### src/rtl/frame_sequencer_if.sv
`default_nettype none
// ============================================================================
// Module   : frame_sequencer_if
// Brief    : Pixel stream bundle; producer side (src_*) and FIFO side (dst_*).
// Revision : 1.0 - initial release
// ============================================================================
interface frame_sequencer_if;
    logic [7:0] src_pixel;
    logic       src_valid;
    logic       src_ready;
    logic [7:0] dst_pixel;
    logic       dst_valid;
    logic       dst_ready;
    logic       dst_sof;
    logic       dst_eol;
    logic       dst_eof;

    // Sequencer side: consumes the producer stream, drives the framed stream.
    modport master (
        input  src_pixel,
        input  src_valid,
        output src_ready,
        output dst_pixel,
        output dst_valid,
        input  dst_ready,
        output dst_sof,
        output dst_eol,
        output dst_eof
    );

    // Environment side: producer plus downstream FIFO.
    modport slave (
        output src_pixel,
        output src_valid,
        input  src_ready,
        input  dst_pixel,
        input  dst_valid,
        output dst_ready,
        input  dst_sof,
        input  dst_eol,
        input  dst_eof
    );
endinterface
`default_nettype wire

### src/rtl/frame_sequencer.sv
`default_nettype none
// ============================================================================
// Module   : frame_sequencer
// Brief    : Gates a pixel stream into tagged frames with inter-frame gaps,
//            programmed or continuous frame count, and graceful stop.
// Revision : 1.0 - initial release
// ============================================================================
module frame_sequencer #(
    parameter int IMAGE_WIDTH  = 32,
    parameter int IMAGE_HEIGHT = 32,
    parameter int GAP_CYCLES   = 16,
    parameter int FRAME_CNT_W  = 8
) (
    input  wire logic                   sensor_clk,
    input  wire logic                   rst,
    input  wire logic                   start,
    input  wire logic                   stop,
    input  wire logic [FRAME_CNT_W-1:0] num_frames,
    frame_sequencer_if.master           bus,
    output logic                        busy,
    output logic                        done,
    output logic [FRAME_CNT_W-1:0]      frames_done
);

    localparam int c_COL_W = (IMAGE_WIDTH  > 1) ? $clog2(IMAGE_WIDTH)  : 1;
    localparam int c_ROW_W = (IMAGE_HEIGHT > 1) ? $clog2(IMAGE_HEIGHT) : 1;
    localparam int c_GAP_W = (GAP_CYCLES   > 1) ? $clog2(GAP_CYCLES)   : 1;

    localparam logic [c_COL_W-1:0]     c_COL_LAST = c_COL_W'(IMAGE_WIDTH - 1);
    localparam logic [c_ROW_W-1:0]     c_ROW_LAST = c_ROW_W'(IMAGE_HEIGHT - 1);
    localparam logic [c_GAP_W-1:0]     c_GAP_LAST = c_GAP_W'(GAP_CYCLES - 1);
    localparam logic [c_COL_W-1:0]     c_COL_ONE  = c_COL_W'(1);
    localparam logic [c_ROW_W-1:0]     c_ROW_ONE  = c_ROW_W'(1);
    localparam logic [c_GAP_W-1:0]     c_GAP_ONE  = c_GAP_W'(1);
    localparam logic [FRAME_CNT_W-1:0] c_FRM_ONE  = FRAME_CNT_W'(1);

    typedef enum logic [1:0] {
        S_IDLE   = 2'd0,
        S_STREAM = 2'd1,
        S_GAP    = 2'd2,
        S_DONE   = 2'd3
    } state_t;

    state_t                  r_state;
    state_t                  w_state_nxt;

    logic [c_COL_W-1:0]      r_col;
    logic [c_ROW_W-1:0]      r_row;
    logic [c_GAP_W-1:0]      r_gap;
    logic [FRAME_CNT_W-1:0]  r_frames_done;
    logic [FRAME_CNT_W-1:0]  r_num_frames;
    logic                    r_stop_pending;
    logic                    r_done;

    logic [7:0]              r_dst_pixel;
    logic                    r_dst_valid;
    logic                    r_dst_sof;
    logic                    r_dst_eol;
    logic                    r_dst_eof;

    logic                    w_src_ready;
    logic                    w_xfer;
    logic                    w_sof;
    logic                    w_eol;
    logic                    w_eof;
    logic [FRAME_CNT_W-1:0]  w_frames_inc;
    logic                    w_last_frame;
    logic                    w_gap_last;

    assign w_src_ready  = (r_state == S_STREAM) && (!r_dst_valid || bus.dst_ready);
    assign w_xfer       = w_src_ready && bus.src_valid;

    assign w_sof        = (r_col == '0) && (r_row == '0);
    assign w_eol        = (r_col == c_COL_LAST);
    assign w_eof        = w_eol && (r_row == c_ROW_LAST);

    // num_frames == 0 means continuous, so the limit never matches.
    assign w_frames_inc = r_frames_done + c_FRM_ONE;
    assign w_last_frame = (r_num_frames != '0) && (w_frames_inc == r_num_frames);
    assign w_gap_last   = (r_gap == c_GAP_LAST);

    always_ff @(posedge sensor_clk) begin
        if (rst) begin
            r_state <= S_IDLE;
        end else begin
            r_state <= w_state_nxt;
        end
    end

    always_comb begin
        w_state_nxt = r_state;
        case (r_state)
            S_IDLE: begin
                if (start) begin
                    w_state_nxt = S_STREAM;
                end
            end
            S_STREAM: begin
                // A stop arriving with the eof transfer still ends the run.
                if (w_xfer && w_eof) begin
                    w_state_nxt = (r_stop_pending || stop || w_last_frame) ? S_DONE : S_GAP;
                end
            end
            S_GAP: begin
                if (stop || r_stop_pending) begin
                    w_state_nxt = S_DONE;
                end else if (w_gap_last) begin
                    w_state_nxt = S_STREAM;
                end
            end
            S_DONE: begin
                if (!r_dst_valid) begin
                    w_state_nxt = S_IDLE;
                end
            end
            default: w_state_nxt = S_IDLE;
        endcase
    end

    always_ff @(posedge sensor_clk) begin
        if (rst) begin
            r_col          <= '0;
            r_row          <= '0;
            r_gap          <= '0;
            r_frames_done  <= '0;
            r_num_frames   <= '0;
            r_stop_pending <= 1'b0;
            r_done         <= 1'b0;
        end else begin
            r_done <= (r_state == S_DONE) && !r_dst_valid;
            case (r_state)
                S_IDLE: begin
                    if (start) begin
                        r_frames_done  <= '0;
                        r_stop_pending <= 1'b0;
                        r_num_frames   <= num_frames;
                        r_col          <= '0;
                        r_row          <= '0;
                    end
                end
                S_STREAM: begin
                    if (stop) begin
                        r_stop_pending <= 1'b1;
                    end
                    if (w_xfer) begin
                        if (w_eol) begin
                            r_col <= '0;
                            r_row <= w_eof ? '0 : (r_row + c_ROW_ONE);
                        end else begin
                            r_col <= r_col + c_COL_ONE;
                        end
                        if (w_eof) begin
                            r_frames_done <= w_frames_inc;
                            r_gap         <= '0;
                        end
                    end
                end
                S_GAP: begin
                    r_gap <= r_gap + c_GAP_ONE;
                end
                default: begin
                end
            endcase
        end
    end

    // Output register: loads on transfer, clears once consumed with no refill.
    always_ff @(posedge sensor_clk) begin
        if (rst) begin
            r_dst_pixel <= '0;
            r_dst_valid <= 1'b0;
            r_dst_sof   <= 1'b0;
            r_dst_eol   <= 1'b0;
            r_dst_eof   <= 1'b0;
        end else if (w_xfer) begin
            r_dst_pixel <= bus.src_pixel;
            r_dst_valid <= 1'b1;
            r_dst_sof   <= w_sof;
            r_dst_eol   <= w_eol;
            r_dst_eof   <= w_eof;
        end else if (bus.dst_ready) begin
            r_dst_valid <= 1'b0;
        end
    end

    assign bus.src_ready = w_src_ready;
    assign bus.dst_pixel = r_dst_pixel;
    assign bus.dst_valid = r_dst_valid;
    assign bus.dst_sof   = r_dst_sof;
    assign bus.dst_eol   = r_dst_eol;
    assign bus.dst_eof   = r_dst_eof;

    assign busy        = (r_state != S_IDLE);
    assign done        = r_done;
    assign frames_done = r_frames_done;

endmodule
`default_nettype wire

### src/flat_wrapper.sv
// flat-port wrapper written by rule: the top's interface ports become plain ports
module frame_sequencer_flat 
#(
    parameter int IMAGE_WIDTH  = 32,
    parameter int IMAGE_HEIGHT = 32,
    parameter int GAP_CYCLES   = 16,
    parameter int FRAME_CNT_W  = 8
)
  (sensor_clk, rst, start, stop, num_frames, busy, done, frames_done, bus_src_pixel, bus_src_valid, bus_src_ready, bus_dst_pixel, bus_dst_valid, bus_dst_ready, bus_dst_sof, bus_dst_eol, bus_dst_eof);
  frame_sequencer_if bus_i ();
  input  wire logic sensor_clk;
  input  wire logic rst;
  input  wire logic start;
  input  wire logic stop;
  input  wire logic [FRAME_CNT_W-1:0] num_frames;
  output logic busy;
  output logic done;
  output logic [FRAME_CNT_W-1:0] frames_done;
  input wire logic [$bits(bus_i.src_pixel)-1:0] bus_src_pixel;
  input wire logic [$bits(bus_i.src_valid)-1:0] bus_src_valid;
  output wire logic [$bits(bus_i.src_ready)-1:0] bus_src_ready;
  output wire logic [$bits(bus_i.dst_pixel)-1:0] bus_dst_pixel;
  output wire logic [$bits(bus_i.dst_valid)-1:0] bus_dst_valid;
  input wire logic [$bits(bus_i.dst_ready)-1:0] bus_dst_ready;
  output wire logic [$bits(bus_i.dst_sof)-1:0] bus_dst_sof;
  output wire logic [$bits(bus_i.dst_eol)-1:0] bus_dst_eol;
  output wire logic [$bits(bus_i.dst_eof)-1:0] bus_dst_eof;
  assign bus_i.src_pixel = bus_src_pixel;
  assign bus_i.src_valid = bus_src_valid;
  assign bus_src_ready = bus_i.src_ready;
  assign bus_dst_pixel = bus_i.dst_pixel;
  assign bus_dst_valid = bus_i.dst_valid;
  assign bus_i.dst_ready = bus_dst_ready;
  assign bus_dst_sof = bus_i.dst_sof;
  assign bus_dst_eol = bus_i.dst_eol;
  assign bus_dst_eof = bus_i.dst_eof;
  frame_sequencer #(.IMAGE_WIDTH(IMAGE_WIDTH), .IMAGE_HEIGHT(IMAGE_HEIGHT), .GAP_CYCLES(GAP_CYCLES), .FRAME_CNT_W(FRAME_CNT_W)) u_core (.sensor_clk(sensor_clk), .rst(rst), .start(start), .stop(stop), .num_frames(num_frames), .bus(bus_i), .busy(busy), .done(done), .frames_done(frames_done));
endmodule
### config.mk
export PLATFORM = sky130hd
export DESIGN_NAME = frame_sequencer_flat
export DESIGN_NICKNAME = d
export VERILOG_FILES = /design/src/rtl/frame_sequencer_if.sv /design/src/rtl/frame_sequencer.sv /design/src/flat_wrapper.sv
export SDC_FILE = /design/constraint.sdc
export NUM_CORES = 1
export LEC_CHECK = 0
export BUFFER_PORTS_ARGS = -buffer_cell sky130_fd_sc_hd__buf_2
export CORE_MARGIN = 1
export CORE_UTILIZATION = 54
export DETAILED_ROUTE_END_ITERATION = 6
export PLACE_DENSITY = 0.82
export SLEW_MARGIN = 30
export SYNTH_ARGS = -nofsm -noshare
export SYNTH_HDL_FRONTEND = slang
export SYNTH_SLANG_ARGS = --single-unit
### constraint.sdc
create_clock -name sensor_clk -period 2.2 [get_ports sensor_clk]
set_input_delay 0.11 -clock sensor_clk [delete_from_list [all_inputs] [get_ports sensor_clk]]
set_output_delay 0.11 -clock sensor_clk [all_outputs]
set_load 0.01 [all_outputs]
==> run_results.csv <==
group,metric,value,unit
cts,htree_num_levels,2,
global_route,grt_first_pass_wirelength,7810,µm
floorplanning,dieArea,4510,µm²
timing,final.min_clock_period,1.99,ns
timing,finalSetupViolations,0,
critical_path,critical_path_buf_inv_count,0,
global_route,groute.layer.met1.usage,28.4,%
cts,cts_max_path_buffers,2,
run,max_cap_violations,0,
global_route,grt_max_degree,28,
cts,tritoncts,"yes",
logic_synthesis,synthesis.yosys.warnings,0,
logic_synthesis,yosys.cell_types.count,49,
placement,port_buffers,44,
timing,max-slew-margin-rel,59.4,%
global_route,groute.layer.met3.usage,5.57,%
global_route,antenna_violations_before_repair,0,
logic_synthesis,synthesis.area_per_instance,8.39,µm²
critical_path,ff2ff_setup_slack,0.21,ns
timing,setup_total_negative_slack,0,ns
global_route,via_count_of_the_first_global_routing_pass,1755,
drt,antenna_violating_nets_post_route,0,
drt,remaining_drc_errors,0,
timing,slew_at_the_pin_with_the_worst_max_slew_slack,0.600,ns
global_route,grt-busiest-layer,"met2",
global_route,grt_use_total,22.9,%
logic_synthesis,synth.area.top_cells,"sky130_fd_sc_hd__dfxtp_1 40%, sky130_fd_sc_hd__a21oi_1 5.9%, sky130_fd_sc_hd__nand2_1 4.6%",
logic_synthesis,prevailing_post_synth_register_cell,"sky130_fd_sc_hd__dfxtp_1",
logic_synthesis,synthDominantAreaCellType,"sky130_fd_sc_hd__dfxtp_1",
cells_and_area,finalCoreUtilization,66.8,%
placement,gpl.final_weighted_congestion,0.852,
drt,route.detailed.wl_per_inst,13.5,µm
global_route,grt_util_met2,38.0,%
logic_synthesis,post_synth_inst_count,273,
power,peakVddDrop,0.326,mV
drt,routed-via-count,2081,
critical_path,cp-start-kind,"flip-flop",
floorplanning,rows,23,
cts,clock-sinks,46,
cts,root_buffer,"sky130_fd_sc_hd__clkbuf_8",
critical_path,critical-path-max-stage-delay,0.40,ns
logic_synthesis,synthesis.nets,303,
critical_path,crit_fanout,7,
critical_path,critical-path-top-cell-by-count,"sky130_fd_sc_hd__ha_1",
timing,timing.final.max_slew_violations,0,
power,cellPowerDensity,627,nW/µm²
min_path,timing.hold.worst.class,"primary input to flip-flop",
floorplanning,placeable_area,4030,µm²
cts,worst_setup_hold_path_clk_slew,0.09,ns
cells_and_area,multiInputGateArea,1270,µm²
critical_path,critical-path-slowest-cell,"sky130_fd_sc_hd__a41oi_2",
logic_synthesis,synth_commonest_cells,"46 x sky130_fd_sc_hd__dfxtp_1, 28 x sky130_fd_sc_hd__nand2_1, 28 x sky130_fd_sc_hd__nor2_1",
cts,cts.hold.buffers_added,0,
timing,clock-skew-final,0.00492,ns
critical_path,timing.critical_path.max_delay_family,"simple AND/OR/NAND/NOR gates",
timing,final_layout_worst_hold_slack,0.0366,ns
drt,drtIter0Drc,161,
critical_path,worst_setup_path_end_kind,"flip-flop",
logic_synthesis,yosysSeqAreaShare,40.2,%
logic_synthesis,synthDominantCellAreaShare,40.2,%
logic_synthesis,synth-seq-cells,46,
cells_and_area,sequential_cell_area,921,µm²
cts,cts_made_buffers,5,
cells_and_area,finalNetCount,348,
cells_and_area,layout_cells_sized_above_1,22.3,%
timing,unrepaired_setup_endpoints_after_global_routing,"false",
cells_and_area,layout-area-overhead-vs-synth,17.4,%
logic_synthesis,edff_count_synth,0,
logic_synthesis,async_reset_ff_share,0,%
drt,drt_first_pass_iters,4,
timing,hold_violations,0,
critical_path,crit_arrival,2.18,ns
critical_path,worst_ep_required_time,2.39,ns
floorplanning,die_w,67.1,µm
drt,viasPerCell,5.64,
critical_path,setup.worst_path.class,"flip-flop to flip-flop",
run_status,run_status,"completed",
drt,drt-total-wl,5000,µm
cells_and_area,fillCellCount,359,
floorplanning,start_util,56.9,%
placement,detailed_place_hpwl,3470,µm
critical_path,crit_path_cell_trace,"ha_1 > and3_1 > ha_1 > or2_2 > a41oi_2 > nor2b_1 > xnor2_1 > nor2_1",
global_route,gr-total-overflow,0,
floorplanning,floorplan.io_pins,45,
timing,timing.final.crit_share,90.5,%
cts,clock_insertion_delay_worst_skew,0.30,ns
floorplanning,die-height,67.1,µm
timing,fmax,502,MHz
cells_and_area,antenna-diode-count,0,
logic_synthesis,summed_instance_area_of_the_synthesized_netlist,2290,µm²
power,power_leakage,1.15,nW
logic_synthesis,synth.most_common_cell,"sky130_fd_sc_hd__dfxtp_1",
[timing repair]
item                                    4_1_cts  5_1_grt
resized for setup                             0        0
setup buffers                                 0        3
endpoints found under the setup margin        0        4
[cell usage in the layout, fill, tap and decap left out, types with 5 or more instances in the layout]
cell,n
sky130_fd_sc_hd__o21ai_0,11
sky130_fd_sc_hd__buf_2,44
sky130_fd_sc_hd__inv_1,7
sky130_fd_sc_hd__nand2_1,28
sky130_fd_sc_hd__ha_1,8
sky130_fd_sc_hd__mux2i_1,10
sky130_fd_sc_hd__clkbuf_8,5
sky130_fd_sc_hd__buf_4,11
sky130_fd_sc_hd__xnor2_1,7
sky130_fd_sc_hd__nand2b_1,5
sky130_fd_sc_hd__xor2_1,7
sky130_fd_sc_hd__and3_1,7
sky130_fd_sc_hd__nand3_1,10
sky130_fd_sc_hd__nor2_1,28
sky130_fd_sc_hd__dfxtp_1,46
sky130_fd_sc_hd__a21oi_1,27
[stage by stage]
| step | total power [W] | cell area (µm²) | setup WS, ns | cells |
|---|---|---|---|---|
| finish | 0.00169 | 2690 | 0.209 | 369 |
| floorplan | 0.00102 | 2290 | 0.335 | 273 |
| detailed placement | 0.00108 | 2560 | 0.139 | 358 |
| global placement | 0.00108 | 2560 | 0.216 | 358 |
| CTS | 0.00169 | 2670 | 0.120 | 366 |
| global route | 0.00176 | 2690 | 0.0542 | 369 |
[path summary, 6_finish.rpt]
kind | start | end | cells after the start
max | u_core.r_col[0] | u_core.r_row[2] | 8
min | num_frames[0] | u_core.r_num_frames[0] | 3
max reg2reg | u_core.r_col[0] | u_core.r_row[2] | 8
min reg2reg | u_core.bus.dst_sof | u_core.bus.dst_sof | 2
[layout make-up]
class	instances	share of cell area [%]
clock buffers	6	2.70
clock inverters	2	1.40
inverters	7	0.977
multi-input cells	203	47.1
flip-flops and latches	46	34.2
well taps	50	2.33
repair buffers	55	11.3
[power by group]
part | total (W) | internal (W) | switching [W]
clock network | 0.000625 | 0.000339 | 0.000286
registers | 0.000877 | 0.000857 | 0.0000207
logic | 0.000185 | 0.0000824 | 0.000103
total | 0.00169 | 0.00128 | 0.000409
[logic make-up after synthesis]
logic type      Yosys count  synth area share [%]
simple gates            115                  25.8
flops                    46                  40.2
buf+inv                  24                  4.48
compound gates           56                  15.5
fa+ha+maj                 8                  4.37
mux                      10                  4.37
xor+xnor                 14                  5.35
[metal layers]
metal | part of all wire, % | vias up
li1 | - | 1052
met1 | 46 | 970
met2 | 49 | 53
met3 | 4.2 | 6
met4 | 1.1 | 0
met5 | 0 | -
[state kept, by name, indices dropped and copies added, names as in the netlist]
| signal | count |
|---|---|
| u_core.bus.dst_valid | 1 |
| u_core.bus.dst_eol | 1 |
| u_core.r_row | 5 |
| u_core.bus.dst_pixel | 8 |
| u_core.frames_done | 8 |
| u_core.done | 1 |
| u_core.r_stop_pending | 1 |
| u_core.bus.dst_sof | 1 |
| u_core.r_state | 2 |
| u_core.bus.dst_eof | 1 |
| u_core.r_num_frames | 8 |
| u_core.r_gap | 4 |
| u_core.r_col | 5 |
[worst register-to-register path: cells and delay by family, from the launching register on]
| family | cells | cell delay, ns |
|---|---|---|
| AND/OR/NAND/NOR | 4 | 0.63 |
| flip-flops | 1 | 0.34 |
| XOR/XNOR | 1 | 0.15 |
| AO/OA/AOI/OAI | 1 | 0.40 |
| adder cells (fa/ha/maj) | 2 | 0.37 |
No activity file was read; power rests on OpenSTA's default activity.
